### src/rtl/lcd_pkg.sv
// Shared constants for the character-LCD bus: opcodes, init values,
// character codes, DDRAM geometry and the address-counter step rule.
package lcd_pkg;

  // Instruction opcodes (highest set bit selects the instruction)
  localparam logic [7:0] LCD_CMD_CLEAR   = 8'h01;
  localparam logic [7:0] LCD_CMD_HOME    = 8'h02;
  localparam logic [7:0] LCD_CMD_ENTRY   = 8'h04;
  localparam logic [7:0] LCD_CMD_DISPLAY = 8'h08;
  localparam logic [7:0] LCD_CMD_SHIFT   = 8'h10;
  localparam logic [7:0] LCD_CMD_FUNC    = 8'h20;
  localparam logic [7:0] LCD_CMD_CGRAM   = 8'h40;
  localparam logic [7:0] LCD_CMD_DDRAM   = 8'h80;

  // Init words issued by the writer
  localparam logic [7:0] LCD_FUNC_8B_2L  = 8'h3C;
  localparam logic [7:0] LCD_DISP_ON     = 8'h0C;
  localparam logic [7:0] LCD_ENTRY_INC   = 8'h06;

  // Character codes
  localparam logic [7:0] LCD_CH_0        = 8'h30;
  localparam logic [7:0] LCD_CH_PLUS     = 8'h2B;
  localparam logic [7:0] LCD_CH_MINUS    = 8'h2D;
  localparam logic [7:0] LCD_CH_EQ       = 8'h3D;
  localparam logic [7:0] LCD_CH_BLANK    = 8'h20;

  // DDRAM geometry
  localparam logic [6:0] LCD_LINE0_BASE  = 7'h00;
  localparam logic [6:0] LCD_LINE1_BASE  = 7'h40;
  localparam int         LCD_LINE_LEN    = 16;
  localparam int         LCD_CELLS       = 2 * LCD_LINE_LEN;

  typedef enum logic {ST_IDLE, ST_CLEAR} lcd_state_t;

  // Next address-counter value, including the line wrap points
  function automatic logic [6:0] lcd_ac_step(input logic [6:0] ac,
                                             input logic       inc,
                                             input logic       two_line);
    logic [6:0] nxt;
    nxt = inc ? ac + 7'd1 : ac - 7'd1;
    if (two_line) begin
      if (inc && ac == 7'h27)       nxt = LCD_LINE1_BASE;
      else if (inc && ac == 7'h67)  nxt = LCD_LINE0_BASE;
      else if (!inc && ac == 7'h00) nxt = 7'h67;
      else if (!inc && ac == 7'h40) nxt = 7'h27;
    end else begin
      if (inc && ac >= 7'h4F)       nxt = 7'h00;
      else if (!inc && ac == 7'h00) nxt = 7'h4F;
    end
    return nxt;
  endfunction

endpackage

### src/rtl/lcd_e_edge.sv
// Synchronizer for the asynchronous bus enable plus edge pulses.
module lcd_e_edge #(
  parameter int SYNC_STAGES = 2
) (
  input  logic clk,
  input  logic rst,
  input  logic lcd_e,
  output logic e_sync,
  output logic e_rise,
  output logic e_fall
);

  logic [SYNC_STAGES-1:0] sync_q;
  logic                   e_d;

  // Shift E through the synchronizer and keep one delayed copy for edges
  always_ff @(posedge clk or negedge rst) begin
    if (!rst) begin
      sync_q <= '0;
      e_d    <= 1'b0;
    end else begin
      sync_q[0] <= lcd_e;
      for (int i = 1; i < SYNC_STAGES; i++) sync_q[i] <= sync_q[i-1];
      e_d <= sync_q[SYNC_STAGES-1];
    end
  end

  assign e_sync = sync_q[SYNC_STAGES-1];
  assign e_rise = e_sync & ~e_d;
  assign e_fall = ~e_sync & e_d;

endmodule

### src/rtl/lcd_char_responder.sv
// Display-side HD44780-compatible responder: decodes bus transactions,
// shadows the 2x16 DDRAM and exposes it through a host read port.
module lcd_char_responder
  import lcd_pkg::*;
#(
  parameter int         SYNC_STAGES = 2,
  parameter logic [7:0] CLR_CHAR    = 8'h20
) (
  input  logic       clk,
  input  logic       rst,
  input  logic       lcd_e,
  input  logic       lcd_rs,
  input  logic       lcd_rw,
  input  logic [7:0] lcd_data,
  output logic [7:0] lcd_dout,
  output logic       lcd_oe,
  input  logic       rd_line,
  input  logic [3:0] rd_col,
  output logic [7:0] rd_char,
  output logic [6:0] cur_addr,
  output logic       disp_on,
  output logic       cursor_on,
  output logic       blink_on,
  output logic       two_line,
  output logic       busy,
  output logic       txn_strobe,
  output logic       proto_err
);

  logic       e_sync, e_rise, e_fall;
  logic       rs_p0, rw_p0;
  logic [7:0] data_p0;
  logic [6:0] ac_q;
  logic       id_q;
  logic [4:0] clr_cnt_q;
  lcd_state_t state_q, state_d;
  logic [7:0] ddram [LCD_CELLS];

  logic       ac_mapped, is_status_rd, drop, clr_start, data_wr;
  logic [4:0] ac_idx;

  lcd_e_edge #(.SYNC_STAGES(SYNC_STAGES)) u_e_edge (
    .clk    (clk),
    .rst    (rst),
    .lcd_e  (lcd_e),
    .e_sync (e_sync),
    .e_rise (e_rise),
    .e_fall (e_fall)
  );

  assign ac_mapped    = (ac_q[5:4] == 2'b00);
  assign ac_idx       = {ac_q[6], ac_q[3:0]};
  assign busy         = (state_q == ST_CLEAR);
  assign is_status_rd = ~rs_p0 & rw_p0;
  assign drop         = e_fall & busy & ~is_status_rd;
  assign clr_start    = e_fall & ~busy & ~rs_p0 & ~rw_p0 & (data_p0 == LCD_CMD_CLEAR);
  assign data_wr      = e_fall & ~busy & rs_p0 & ~rw_p0 & ac_mapped;
  assign cur_addr     = ac_q;

  // Bus capture stage: track RS/RW/data while E is high, last value commits at fall
  always_ff @(posedge clk or negedge rst) begin
    if (!rst) begin
      rs_p0   <= 1'b0;
      rw_p0   <= 1'b0;
      data_p0 <= '0;
    end else if (e_sync) begin
      rs_p0   <= lcd_rs;
      rw_p0   <= lcd_rw;
      data_p0 <= lcd_data;
    end
  end

  // Clear FSM state register
  always_ff @(posedge clk or negedge rst) begin
    if (!rst) state_q <= ST_IDLE;
    else      state_q <= state_d;
  end

  // Clear FSM next state: 32 cycles of fill, one cell per cycle
  always_comb begin
    state_d = state_q;
    case (state_q)
      ST_IDLE:  if (clr_start) state_d = ST_CLEAR;
      ST_CLEAR: if (clr_cnt_q == 5'd31) state_d = ST_IDLE;
      default:  state_d = ST_IDLE;
    endcase
  end

  // Committed-transaction decode: address counter, control bits, error flag
  always_ff @(posedge clk or negedge rst) begin
    if (!rst) begin
      ac_q       <= '0;
      id_q       <= 1'b1;
      disp_on    <= 1'b0;
      cursor_on  <= 1'b0;
      blink_on   <= 1'b0;
      two_line   <= 1'b0;
      proto_err  <= 1'b0;
      txn_strobe <= 1'b0;
      clr_cnt_q  <= '0;
    end else begin
      txn_strobe <= e_fall;
      clr_cnt_q  <= busy ? clr_cnt_q + 5'd1 : 5'd0;
      if (drop) begin
        proto_err <= 1'b1;
      end else if (e_fall && !rw_p0 && !rs_p0) begin
        casez (data_p0)
          8'b1???????: ac_q <= data_p0[6:0];
          8'b01??????: ;
          8'b001?????: two_line <= data_p0[3];
          8'b0001????: if (!data_p0[3]) ac_q <= lcd_ac_step(ac_q, data_p0[2], two_line);
          8'b00001???: {disp_on, cursor_on, blink_on} <= data_p0[2:0];
          // Shift-on-entry (bit 0) has no effect on the shadow contents
          8'b000001??: id_q <= data_p0[1];
          8'b0000001?: ac_q <= '0;
          8'b00000001: begin
            ac_q <= '0;
            id_q <= 1'b1;
          end
          default: ;
        endcase
      end else if (e_fall && rs_p0) begin
        ac_q <= lcd_ac_step(ac_q, id_q, two_line);
      end
    end
  end

  // DDRAM shadow: clear fill has priority, data writes only when idle and mapped
  always_ff @(posedge clk or negedge rst) begin
    if (!rst) begin
      for (int i = 0; i < LCD_CELLS; i++) ddram[i] <= CLR_CHAR;
    end else if (busy) begin
      ddram[clr_cnt_q] <= CLR_CHAR;
    end else if (data_wr) begin
      ddram[ac_idx] <= data_p0;
    end
  end

  // Host read port, one cycle latency
  always_ff @(posedge clk or negedge rst) begin
    if (!rst) rd_char <= '0;
    else      rd_char <= ddram[{rd_line, rd_col}];
  end

  // Bus read stage: drive status or cell data while synchronized E is high
  always_ff @(posedge clk or negedge rst) begin
    if (!rst) begin
      lcd_oe   <= 1'b0;
      lcd_dout <= '0;
    end else begin
      if (e_rise)      lcd_oe <= lcd_rw;
      else if (e_fall) lcd_oe <= 1'b0;
      if (e_sync && lcd_rw)
        lcd_dout <= lcd_rs ? (ac_mapped ? ddram[ac_idx] : CLR_CHAR) : {busy, ac_q};
      else
        lcd_dout <= '0;
    end
  end

endmodule

### config.mk
export PLATFORM = sky130hd
export DESIGN_NAME = lcd_char_responder
export DESIGN_NICKNAME = d
export VERILOG_FILES = /design/src/rtl/lcd_pkg.sv /design/src/rtl/lcd_e_edge.sv /design/src/rtl/lcd_char_responder.sv
export SDC_FILE = /design/constraint.sdc
export NUM_CORES = 1
export LEC_CHECK = 0
export ABC_AREA = 0
export CORE_ASPECT_RATIO = 0.5
export CORE_MARGIN = 8
export CORE_UTILIZATION = 45
export DETAILED_ROUTE_END_ITERATION = 12
export GPL_TIMING_DRIVEN = 0
export PLACE_DENSITY_LB_ADDON = 0.12
export SYNTH_ARGS = -nofsm -noshare
export SYNTH_HDL_FRONTEND = slang
export SYNTH_SLANG_ARGS = --single-unit
### constraint.sdc
create_clock -name clk -period 4.6 [get_ports clk]
set_input_delay 0.69 -clock clk [delete_from_list [all_inputs] [get_ports clk]]
set_output_delay 0.69 -clock clk [all_outputs]
set_load 0.02 [all_outputs]
==> impl_metrics.env <==
export IMPL_hold_class="in2async"
export IMPL_synth_flop_cell="dfrtp_1"
export IMPL_period_share_pct=89.5
export IMPL_max_cap_violations=0
export IMPL_first_global_vias=12774
export IMPL_drc=0
export IMPL_synth_top_area_cell="dfrtp_1"
export IMPL_cp_end_kind="flop"
export IMPL_critical_path_class="reg2reg"
export IMPL_cts_root_buf="clkbuf_16"
export IMPL_start_kind="flop"
export IMPL_die_height_um=150
export IMPL_synth_area_mm2=0.0162
export IMPL_post_drt_wl_per_cell_um=34.1
export IMPL_synth_edff_count=0
export IMPL_wirelength_mm=61.9
export IMPL_rows=49
export IMPL_period_needed_ps=4120
export IMPL_grt_max_degree=126
export IMPL_vdd_ir_drop_worst_mv=0.279
export IMPL_powerDensity_mw_per_mm2=464
export IMPL_required_ps=5130
export IMPL_initial_utilization_pct=45.4
export IMPL_drt_antenna_violating_nets=0
export IMPL_yosys_warnings=0
export IMPL_skew_ps=22.0
export IMPL_place_ws_ps=621
export IMPL_synth_cells=1229
export IMPL_grt_use_total_pct=28.8
export IMPL_yosysMostFrequentCell="dfrtp_1"
export IMPL_p_leak_nw=7.77
export IMPL_ys_ff_latch=306
export IMPL_status="finished, final reports clean"
export IMPL_numClockSinks=306
export IMPL_ios=49
export IMPL_clk_latency_ps=600
export IMPL_cts_resized_gates=0
export IMPL_areaGrowthSynthToFinish_pct=13.1
export IMPL_syn_area_per_cell_um2=13.2
export IMPL_dpl_hpwl_mm=43.3
export IMPL_cts_tree="done"
export IMPL_grt_overflow_total=0
export IMPL_vias=13110
export IMPL_timing_final_ws_setup_ps=483
export IMPL_h_tree_depth=1
export IMPL_gp_congestion=0.998
export IMPL_yosysSeqAreaShare_pct=47.5
export IMPL_slew_headroom_pct=12.3
export IMPL_fillCellCount=3045
export IMPL_synth_top_area_share_pct=42.1
export IMPL_hold_ws_ps=91.9
export IMPL_async_flop_share_pct=100
export IMPL_crit_arrival_ps=4650
export IMPL_drt_iter0_drc=1895
export IMPL_rsz0062_at_grt="false"
export IMPL_cts_buffer_depth=3
export IMPL_setup_violations=0
export IMPL_synthTopCellsByArea="dfrtp_1, mux4_2, a22o_1, dfstp_2, a22oi_1"
export IMPL_clock_fmax_ghz=0.243
export IMPL_clkTransAtPathRegs_ps=70
export IMPL_dr_pass1_iters=6
export IMPL_io_buffers=43
export IMPL_nets=1335
export IMPL_syn_nets=1258
export IMPL_core_area_mm2=0.0357
export IMPL_synth_common_cells="dfrtp_1, a22o_1, mux4_2"
export IMPL_cts_made_buffers=30
export IMPL_final_layout_size_suffix_gt1_share_pct=23.5
export IMPL_cts_hold_buf=0
export IMPL_dieArea_mm2=0.0427
export IMPL_die_w_um=284
export IMPL_worst_pin_slew_ps=1300
export IMPL_post_cts_setup_buffers=0
export IMPL_grt_pass1_wl_mm=90.5
export IMPL_worst_path_max_fanout=10
export IMPL_antenna_cells=0
export IMPL_antenna_found_initial=1
export IMPL_maxSlewViolCount=0
export IMPL_ys_types=59
export IMPL_finalHoldViolations=0
export IMPL_via_per_inst=7.23
-- power by group --
group	internal (W)	switching, W	leakage (nW)	total [W]
clock	0.00145	0.00116	0.505	0.00261
combinational	0.000952	0.00172	3.17	0.00267
sequential	0.00298	0.000241	4.10	0.00322
total	0.00538	0.00312	7.77	0.00850
-- area by class of cell --
class                           instances  area, µm²  area share [%]
Timing Repair Buffer                   45        490            2.68
Multi-Input combinational cell        772       7910            43.2
Sequential cell                       306       7700            42.0
Clock inverter                         13        140           0.765
Tap cell                              484        606            3.30
Buffer                                102        417            2.27
Inverter                               49        184            1.00
Clock buffer                           43        880            4.80
-- metal layers --
layer  track usage (%)  routed length [µm]  vias to the layer above
li1                  -                   -                     5068
met3              12.2                9250                      148
met1              41.3               25600                     6919
met5                 0                  42                        -
met2              39.1               24700                      971
met4              8.73                2300                        4
-- sequential cells by signal, summed over array words and instances (netlist names), 2 cells and up --
| register | count |
|---|---|
| ddram | 256 |
| data_p0 | 8 |
| lcd_dout | 8 |
| rd_char | 8 |
| cur_addr | 7 |
| clr_cnt_q | 5 |
| u_e_edge.sync_q | 2 |
-- critical path, stage by stage (launching register included) --
cell and delay, ps:
dfrtp_1 540, buf_2 410, buf_1 720, inv_1 250
ha_1 390, nand2_2 430, nor2_2 230, a21oi_1 810
a22o_1 260
-- worst paths after layout --
check / slack, ps / depth (start not counted) / start / endpoint
setup / recovery: 480 / 8 / cur_addr[0] / ddram[27]
hold / removal: 90 / 1 / rst / data_p0[5]
setup reg to reg: 480 / 8 / cur_addr[0] / ddram[27]
hold reg to reg: 360 / 0 / u_e_edge.sync_q[0] / u_e_edge.sync_q[1]
max in group asynchronous: 3000 / 3 / rst / ddram[156]
min in group clk: 360 / 0 / u_e_edge.sync_q[0] / u_e_edge.sync_q[1]
-- stage by stage --
step	cell area, µm²	setup TNS, ps	utilization, %	instances	total power (W)
after global placement	17200	-2905210	48.3	1756	0.00580
after detailed placement	17300	0	48.5	1758	0.00584
after global routing	18300	0	51.4	1814	0.00875
final	18300	0	51.4	1814	0.00850
after CTS	18300	0	51.4	1814	0.00842
after floorplan	16200	0	-	1229	0.00480
-- cell usage in the layout (no fill, tap or decap), types with 6 or more instances in the layout --
cell type	n
clkbuf_1	73
and2_1	7
a211oi_1	8
buf_1	7
buf_2	27
clkbuf_16	30
clkbuf_8	8
nand2_1	47
a31oi_1	13
o21ai_0	24
clkinv_2	6
mux4_2	144
o22ai_1	9
ha_1	11
nand3_1	20
nor3_4	8
a22o_1	230
mux2i_1	10
nor2_1	18
inv_1	48
nor2_2	24
a22oi_1	39
nor3_1	9
dfstp_2	33
dfrtp_1	273
mux2_2	15
a21oi_1	47
nand2b_1	6
clkdlybuf4s50_1	42
-- kinds of logic after synthesis --
logic type                 synth area share (%)
xor gates and xnor gates                  0.378
buffers and inverters                      3.71
and+or+nand+nor                            6.43
AOI/OAI and AO/OA                          19.5
DFF                                        47.5
muxes                                      21.7
adders and majority gates                 0.849
Power figures use the tool's default switching activity.
